$ cat config.mk
export PLATFORM = sky130hd
export DESIGN_NAME = spi_target_flat
export DESIGN_NICKNAME = d
export VERILOG_FILES = /design/src/rtl/spi_target_if.sv /design/src/rtl/spi_target.sv /design/src/flat_wrapper.sv
export SDC_FILE = /design/constraint.sdc
export NUM_CORES = 1
export LEC_CHECK = 0
export BUFFER_PORTS_ARGS = -buffer_cell sky130_fd_sc_hd__buf_4
export CORE_ASPECT_RATIO = 0.5
export CORE_MARGIN = 4
export CORE_UTILIZATION = 53
export DETAILED_ROUTE_END_ITERATION = 10
export GPL_TIMING_DRIVEN = 0
export PLACE_DENSITY = 0.76
export SLEW_MARGIN = 20
export SYNTH_ARGS = -nofsm -noshare
export SYNTH_HDL_FRONTEND = slang
export SYNTH_SLANG_ARGS = --single-unit
$ cat constraint.sdc
create_clock -name MHZ48 -period 2.02 [get_ports MHZ48]
set_input_delay 0.303 -clock MHZ48 [delete_from_list [all_inputs] [get_ports MHZ48]]
set_output_delay 0.303 -clock MHZ48 [all_outputs]
set_load 0.03 [all_outputs]
$ cat src/rtl/spi_target_if.sv
// SPI pin bundle plus the local TX/RX level handshakes for spi_target.
interface spi_target_if;
    logic       nCS;
    logic       SCLK;
    logic       MOSI;
    logic       MISO;
    logic       MISO_OE;
    logic [7:0] TX_DATA;
    logic       TX_LOAD;
    logic       TX_READY;
    logic [7:0] RX_DATA;
    logic       RX_VALID;
    logic       RX_ACK;
    logic       OVERRUN;

    modport master (
        output nCS, SCLK, MOSI, TX_DATA, TX_LOAD, RX_ACK,
        input  MISO, MISO_OE, TX_READY, RX_DATA, RX_VALID, OVERRUN
    );

    modport slave (
        input  nCS, SCLK, MOSI, TX_DATA, TX_LOAD, RX_ACK,
        output MISO, MISO_OE, TX_READY, RX_DATA, RX_VALID, OVERRUN
    );
endinterface

$ cat src/rtl/spi_target.sv
// SPI mode-0 target engine, oversampling nCS/SCLK/MOSI on MHZ48.
// Define SPI_TARGET_OVERRUN_EN to build the sticky OVERRUN flag.
module spi_target #(
    parameter int unsigned SYNC_STAGES = 2,
    parameter logic [7:0]  IDLE_BYTE   = 8'hFF
) (
    input logic          MHZ48,
    input logic          RES,
    spi_target_if.slave  bus
);
    typedef enum logic [0:0] {StIdle, StActive} state_t;

    state_t                 state;
    logic [SYNC_STAGES-1:0] csSync, sclkSync, mosiSync;
    logic                   csHist, sclkHist, mosiHist;
    logic [SYNC_STAGES:0]   flushQ;
    logic                   csArmed;
    logic [2:0]             bitCnt;
    logic [6:0]             rxShift;
    logic [6:0]             shiftOut;
    logic [7:0]             txHold;
    logic                   txReadyQ, misoQ, misoOeQ, rxValidQ;
    logic [7:0]             rxDataQ;

    logic       csOut, sclkOut;
    logic       csFall, csRise, sclkRise, sclkFall;
    logic       complete, reload, txLoadOk;
    logic [7:0] nextByte;

    assign csOut    = csSync[SYNC_STAGES-1];
    assign sclkOut  = sclkSync[SYNC_STAGES-1];
    // A fall is only honoured once nCS has been seen high after reset, so a
    // transfer already running at reset release is never joined mid-byte.
    assign csFall   = csHist & ~csOut & csArmed;
    assign csRise   = ~csHist & csOut;
    assign sclkRise = ~sclkHist & sclkOut;
    assign sclkFall = sclkHist & ~sclkOut;

    assign complete = (state == StActive) && !csRise && sclkRise && (bitCnt == 3'd7);
    assign reload   = ((state == StIdle) && csFall) || complete;
    assign nextByte = txReadyQ ? IDLE_BYTE : txHold;
    assign txLoadOk = bus.TX_LOAD & txReadyQ;

    always_ff @(posedge MHZ48) begin
        if (RES) begin
            state    <= StIdle;
            csSync   <= '1;
            sclkSync <= '0;
            mosiSync <= '1;
            csHist   <= 1'b1;
            sclkHist <= 1'b0;
            mosiHist <= 1'b1;
            flushQ   <= '0;
            csArmed  <= 1'b0;
            bitCnt   <= 3'd0;
            rxShift  <= '0;
            shiftOut <= '1;
            txHold   <= '0;
            txReadyQ <= 1'b1;
            misoQ    <= 1'b1;
            misoOeQ  <= 1'b0;
            rxValidQ <= 1'b0;
            rxDataQ  <= 8'h00;
        end else begin
            csSync   <= {csSync[SYNC_STAGES-2:0], bus.nCS};
            sclkSync <= {sclkSync[SYNC_STAGES-2:0], bus.SCLK};
            mosiSync <= {mosiSync[SYNC_STAGES-2:0], bus.MOSI};
            csHist   <= csOut;
            sclkHist <= sclkOut;
            mosiHist <= mosiSync[SYNC_STAGES-1];
            flushQ   <= {flushQ[SYNC_STAGES-1:0], 1'b1};
            if (flushQ[SYNC_STAGES] && csOut) begin
                csArmed <= 1'b1;
            end

            if (reload) begin
                shiftOut <= nextByte[6:0];
                misoQ    <= nextByte[7];
            end
            if (txLoadOk) begin
                txHold   <= bus.TX_DATA;
                txReadyQ <= 1'b0;
            end else if (reload) begin
                txReadyQ <= 1'b1;
            end

            unique case (state)
                StIdle: begin
                    if (csFall) begin
                        state   <= StActive;
                        misoOeQ <= 1'b1;
                        bitCnt  <= 3'd0;
                    end
                end
                StActive: begin
                    if (csRise) begin
                        state   <= StIdle;
                        misoOeQ <= 1'b0;
                        misoQ   <= 1'b1;
                        bitCnt  <= 3'd0;
                    end else begin
                        if (sclkRise) begin
                            rxShift <= {rxShift[5:0], mosiHist};
                            bitCnt  <= bitCnt + 3'd1;
                            if (bitCnt == 3'd7) begin
                                rxDataQ <= {rxShift, mosiHist};
                            end
                        end
                        // The fall after the 8th rise must not disturb the freshly reloaded bit 7.
                        if (sclkFall && (bitCnt != 3'd0)) begin
                            misoQ    <= shiftOut[6];
                            shiftOut <= {shiftOut[5:0], 1'b1};
                        end
                    end
                end
                default: state <= StIdle;
            endcase

            if (complete) begin
                rxValidQ <= 1'b1;
            end else if (bus.RX_ACK) begin
                rxValidQ <= 1'b0;
            end
        end
    end

`ifdef SPI_TARGET_OVERRUN_EN
    logic overrunQ;

    always_ff @(posedge MHZ48) begin
        if (RES) begin
            overrunQ <= 1'b0;
        end else if (complete && rxValidQ && !bus.RX_ACK) begin
            overrunQ <= 1'b1;
        end else if (bus.RX_ACK) begin
            overrunQ <= 1'b0;
        end
    end

    assign bus.OVERRUN = overrunQ;
`else
    assign bus.OVERRUN = 1'b0;
`endif

    assign bus.MISO     = misoQ;
    assign bus.MISO_OE  = misoOeQ;
    assign bus.TX_READY = txReadyQ;
    assign bus.RX_DATA  = rxDataQ;
    assign bus.RX_VALID = rxValidQ;
endmodule

$ cat src/flat_wrapper.sv
// flat-port wrapper written by rule: the top's interface ports become plain ports
module spi_target_flat 
#(
    parameter int unsigned SYNC_STAGES = 2,
    parameter logic [7:0]  IDLE_BYTE   = 8'hFF
)
  (MHZ48, RES, bus_nCS, bus_SCLK, bus_MOSI, bus_TX_DATA, bus_TX_LOAD, bus_RX_ACK, bus_MISO, bus_MISO_OE, bus_TX_READY, bus_RX_DATA, bus_RX_VALID, bus_OVERRUN);
  spi_target_if bus_i ();
  input logic MHZ48;
  input logic RES;
  input wire logic [$bits(bus_i.nCS)-1:0] bus_nCS;
  input wire logic [$bits(bus_i.SCLK)-1:0] bus_SCLK;
  input wire logic [$bits(bus_i.MOSI)-1:0] bus_MOSI;
  input wire logic [$bits(bus_i.TX_DATA)-1:0] bus_TX_DATA;
  input wire logic [$bits(bus_i.TX_LOAD)-1:0] bus_TX_LOAD;
  input wire logic [$bits(bus_i.RX_ACK)-1:0] bus_RX_ACK;
  output wire logic [$bits(bus_i.MISO)-1:0] bus_MISO;
  output wire logic [$bits(bus_i.MISO_OE)-1:0] bus_MISO_OE;
  output wire logic [$bits(bus_i.TX_READY)-1:0] bus_TX_READY;
  output wire logic [$bits(bus_i.RX_DATA)-1:0] bus_RX_DATA;
  output wire logic [$bits(bus_i.RX_VALID)-1:0] bus_RX_VALID;
  output wire logic [$bits(bus_i.OVERRUN)-1:0] bus_OVERRUN;
  assign bus_i.nCS = bus_nCS;
  assign bus_i.SCLK = bus_SCLK;
  assign bus_i.MOSI = bus_MOSI;
  assign bus_i.TX_DATA = bus_TX_DATA;
  assign bus_i.TX_LOAD = bus_TX_LOAD;
  assign bus_i.RX_ACK = bus_RX_ACK;
  assign bus_MISO = bus_i.MISO;
  assign bus_MISO_OE = bus_i.MISO_OE;
  assign bus_TX_READY = bus_i.TX_READY;
  assign bus_RX_DATA = bus_i.RX_DATA;
  assign bus_RX_VALID = bus_i.RX_VALID;
  assign bus_OVERRUN = bus_i.OVERRUN;
  spi_target #(.SYNC_STAGES(SYNC_STAGES), .IDLE_BYTE(IDLE_BYTE)) u_core (.MHZ48(MHZ48), .RES(RES), .bus(bus_i));
endmodule
After elaboration in Yosys (flattened, before gate mapping)
Cells that the tools add are included.
Word-level totals
  register bits after elaboration: 51
  logic and storage cells: 75
Cells by class
  add/subtract/negate cells: 1
  equal/unequal tests: 4
  muxes and demuxes: 24
  bitwise gates (word level): 12
  reduce and logical (&&, ||, !) cells: 15
Operators with widths (number)
  2-to-1 mux 7 bit: 4
  2-to-1 mux 1 bit: 13
  2-to-1 mux 3 bit: 3
  2-to-1 mux 8 bit: 1
  AND 1 bit: 6
  logical AND 1 bit: 6
  NOT 1 bit: 6
  case mux 3 bit (2 select lines): 1
  case mux 1 bit (2 select lines): 2
  AND reduction 2 bit: 2
  AND reduction 4 bit: 1
  nonzero test 2 bit: 2
  adder 3 x 1 -> 3 bit (second input constant): 1
  equality test 3 bit (second input constant): 1
  inequality test 3 bit (second input constant): 1
  AND reduction 3 bit: 1
  nonzero test 3 bit: 1
  inequality test 2 x 1 -> 1 bit (second input constant): 1
  inequality test 2 bit (second input constant): 1
  logical NOT 1 bit: 1
  logical OR 1 bit: 1

Longest topological paths before layout
  depth in word-level cells: 11
  gate-level depth with buffers: 7

Worst setup path before layout
Ideal clock, no wire load.
  path type: reg-to-reg
  from: reg u_core.bitCnt[0]
  to: reg u_core.rxDataQ[7] (netlist: u_core.bus.RX_DATA[7])
  setup time: 128 ps
  data arrival time: 1399 ps
  data required time: 1892 ps
  path slack: 494 ps
  cell stages (with the launch flop): 8
  path buffers: 1
  period minus slack after synthesis: 1526 ps
  cell sequence: dfxtp_1 ha_1 ha_1 nand3b_1 or3_1 buf_6 mux2i_1 nor2_1
Between the ends
  word-level cells in the longest chain between the ends: 2
Ends and longest elaborated chain
  from (decl): line spi_target.sv:18  | logic [2:0] bitCnt;
  from (signal assigned): line spi_target.sv:104  | bitCnt <= bitCnt + 3'd1;
  equality test 3 bit: line spi_target.sv:105  | if (bitCnt == 3'd7) begin
  AND reduction 4 bit (no line)
  to (signal assigned): line spi_target.sv:106  | rxDataQ <= {rxShift, mosiHist};
  to (decl): line spi_target.sv:23  | logic [7:0] rxDataQ;
Every way passes these cells.
A chain may end at the register's enable or synchronous reset.

Worst setup path after layout
  from: reg u_core.bitCnt[0]
  to: reg u_core.rxDataQ[5] (netlist: u_core.bus.RX_DATA[5])
The elaborated chain is that of the path after synthesis.

==> impl_metrics.toml <==
[outcome]
status = "completed"

[clock_network]
numCtsBuffers = 5
path_clk_slew_ns = 0.08
tritoncts = "built"
cts_buffer_depth = 2
ctsResizeCount = 0
cts_sinks = 51
ctsHoldBuffers = 0
cts_root_buf = "clkbuf_8"
htree_levels = 2
clk_latency_ns = 0.30
cts_setup_buffers = 0

[worst_setup_path]
worstSetupEndpoint = "u_core.bus.RX_DATA[5]"
critPathLaunch = "u_core.bitCnt[0]"
r2r_cells = 7
critPathCaptureType = "flip-flop"
required_ns = 2.20
r2r_start = "u_core.bitCnt[0]"
start_kind = "flip-flop"
timing.rr.end = "u_core.bus.RX_DATA[5]"
reg2reg_slack_ns = 0.31
crit_fanout = 9
crit_arrival_ns = 1.89
criticalPathCategory = "reg2reg"

[sta]
timing.slew.headroom_pct = 65.4
drv_slew = 0
hold_viol_final = 0
finalCriticalPeriod_ns = 1.71
finClkSkew_ns = 0.00629
final.setup.tns_ns = 0
period_share_pct = 84.5
worstMarginPinSlew_ns = 0.519
setup_viol = 0
fmax_ghz = 0.586
rsz0062_at_grt = "no"

[run]
drv_cap = 0

[power]
switching_share_pct = 22.7
p_clk_share_pct = 32.5
p_leak_uw = 0.000956
power_frac_seq_pct = 61.0
p_per_area_nw_per_um2 = 755
vdd_drop_max_mv = 0.327
p_int_uw = 1320
pwr-share-comb_pct = 6.5
p_sw_uw = 389

[yosys]
syn_area_per_cell_um2 = 9.15
synthFlopType = "dfxtp_1"
synthDistinctLibCells = 33
synth_area_um2 = 1940
ys_seq_elements = 51
yosysTopAreaCellShare_pct = 52.6
synth_edf_count = 0
synth_commonest_cells = "dfxtp_1 (51), a21oi_1 (27), nand2_1 (26), nor2_1 (20), nand3_1 (10)"
yosysSeqAreaShare_pct = 52.6
synth_most_common_cell = "dfxtp_1"
netlist_instances = 212
yosys_warnings = 0
syn-num-nets = 230
async_flop_share_pct = 0
synth_area_leaders = "dfxtp_1 (53%), a21oi_1 (7.0%), nand2_1 (5.0%)"
yosys.area.top_type = "dfxtp_1"

[drt]
drt_pass1_iterations = 4
drt_iter0_drc = 56
vias = 1518
drc_errors = 0
avgRoutedWirePerCell_um = 11.9
wl_mm = 3.51
drtAntennaViolNets = 0
vias_per_cell = 5.15

[die]
start_util_pct = 55.9
die-area_um2 = 4750
num_io_pins = 28
rows = 15
die_width_um = 93.5
die_h_um = 50.8
core_area_um2 = 3470

[grt]
grt-ovfl-total = 0
grt_antenna_before_repair = 0
grt.total_usage_pct = 17.0
grt_pass1_vias = 1449
grt_max_degree = 15
grt_pass1_wl_mm = 6.20

[layout]
fillers = 316
area_growth_pct = 16.8
final_nets = 261
drive_above_1_share_pct = 18.9
final_core_util_pct = 65.2
n_antenna_cell = 0

[min_path]
hold_class = "in2reg"

[placed_design]
dp_hpwl_mm = 2.57
gp_congestion = 0.787
io_buffers = 24
[logic make-up (layout without fill, tap and decap cells)]
family | after synthesis | count (layout) | share of synthesized area [%]
buf+inv | 18 | 50 | 4.32
other cells | 1 | 1 | 0.193
mux | 8 | 8 | 4.13
compound gates | 44 | 44 | 13.9
fa+ha+maj | 3 | 3 | 1.94
simple gates | 87 | 87 | 22.8
flops | 51 | 51 | 52.6
[cells in the final DEF (no fill, tap or decap)]
master     Yosys  layout
buf_1          2       2
nor2_1        20      20
nand4bb_2      1       1
or2_2          6       6
clkinv_2       0       1
nor3_1         8       8
o21ai_1        1       1
or3_1          1       1
inv_1          4       4
nand3b_1       1       1
buf_6          1       1
clkbuf_1       7       9
and3b_1        1       1
a32oi_1        2       2
buf_2          1       1
nand3_1       10      10
and3_1         1       1
o31ai_1        7       7
o21ai_0        4       4
o2bb2ai_1      1       1
inv_2          1       1
nor2b_1        7       7
clkbuf_8       0       5
o31ai_4        1       1
a21oi_1       27      27
nor2b_4        1       1
o31a_2         1       1
conb_1         1       1
nand2b_1       3       3
nand2_1       26      26
ha_1           3       3
dfxtp_1       51      51
mux2i_1        8       8
nor4_4         1       1
buf_4          2      26
[area by class of cell]
| class | count | area [um^2] | share of cell area, % |
|---|---|---|---|
| flip-flops and latches | 51 | 1020 | 45.1 |
| multi-input cells | 143 | 835 | 36.9 |
| repair buffers | 24 | 180 | 7.96 |
| clock buffers | 7 | 76.3 | 3.37 |
| plain buffers | 13 | 65.1 | 2.87 |
| well taps | 51 | 63.8 | 2.82 |
| inverters | 5 | 18.8 | 0.829 |
| clock inverters | 1 | 5.00 | 0.221 |
[power groups by stage]
| stage | combinational, uW | sequential, uW | clock, uW |
|---|---|---|---|
| final | 111 | 1040 | 556 |
| after global routing | 124 | 1050 | 610 |
| after CTS | 112 | 1040 | 563 |
| after detailed placement | 112 | 1070 | 0 |
| after global placement | 109 | 1070 | 0 |
| after floorplan | 65.7 | 1070 | 0 |
[through the flow]
stage / instances / hold slack (ns) / worst slack [ns] / instance area [um^2] / total power, uW
floorplan: 212 / 0.389 / 0.494 / 1940 / 1140
global placement: 287 / 0.391 / 0.377 / 2180 / 1180
detailed placement: 287 / 0.394 / 0.333 / 2180 / 1180
CTS: 295 / 0.177 / 0.309 / 2260 / 1720
global route: 295 / 0.173 / 0.173 / 2260 / 1780
finish: 295 / 0.181 / 0.314 / 2260 / 1710
[routing by layer]
metal | routed length [um] | GRT usage [%] | part of all wire (%)
met1 | 1640 | 19.8 | 47
met2 | 1620 | 27.9 | 46
met3 | 213 | 8.08 | 6.1
met4 | 38 | 5.04 | 1.1
met5 | 0 | 0 | 0
[worst min-delay path by stage]
stage,from,end,cells after the start
CTS,bus_nCS,u_core.csSync[0],2
global placement,u_core.csSync[0],u_core.csSync[1],1
floorplan,u_core.csSync[0],u_core.csSync[1],1
global route,bus_MOSI,u_core.mosiSync[0],2
detailed placement,u_core.mosiSync[1],u_core.mosiHist,1
finish,bus_nCS,u_core.csSync[0],2
[sequential cells by signal, summed over array words and instances, names as in the netlist]
name	cells
u_core.bus.RX_DATA	8
u_core.txHold	8
u_core.rxShift	7
u_core.shiftOut	7
u_core.bitCnt	3
u_core.flushQ	3
u_core.csSync	2
u_core.mosiSync	2
u_core.sclkSync	2
u_core.bus.MISO	1
u_core.bus.MISO_OE	1
u_core.bus.RX_VALID	1
u_core.bus.TX_READY	1
u_core.csArmed	1
u_core.csHist	1
u_core.mosiHist	1
u_core.sclkHist	1
u_core.state	1
[critical path, stage by stage, from the launching register on]
cell and delay, ns:
dfxtp_1 0.37, ha_1 0.16, ha_1 0.15, nand3b_1 0.16, or3_1 0.36, buf_6 0.16
mux2i_1 0.17, nor2_1 0.05
No activity file was read; power rests on OpenSTA's default activity.
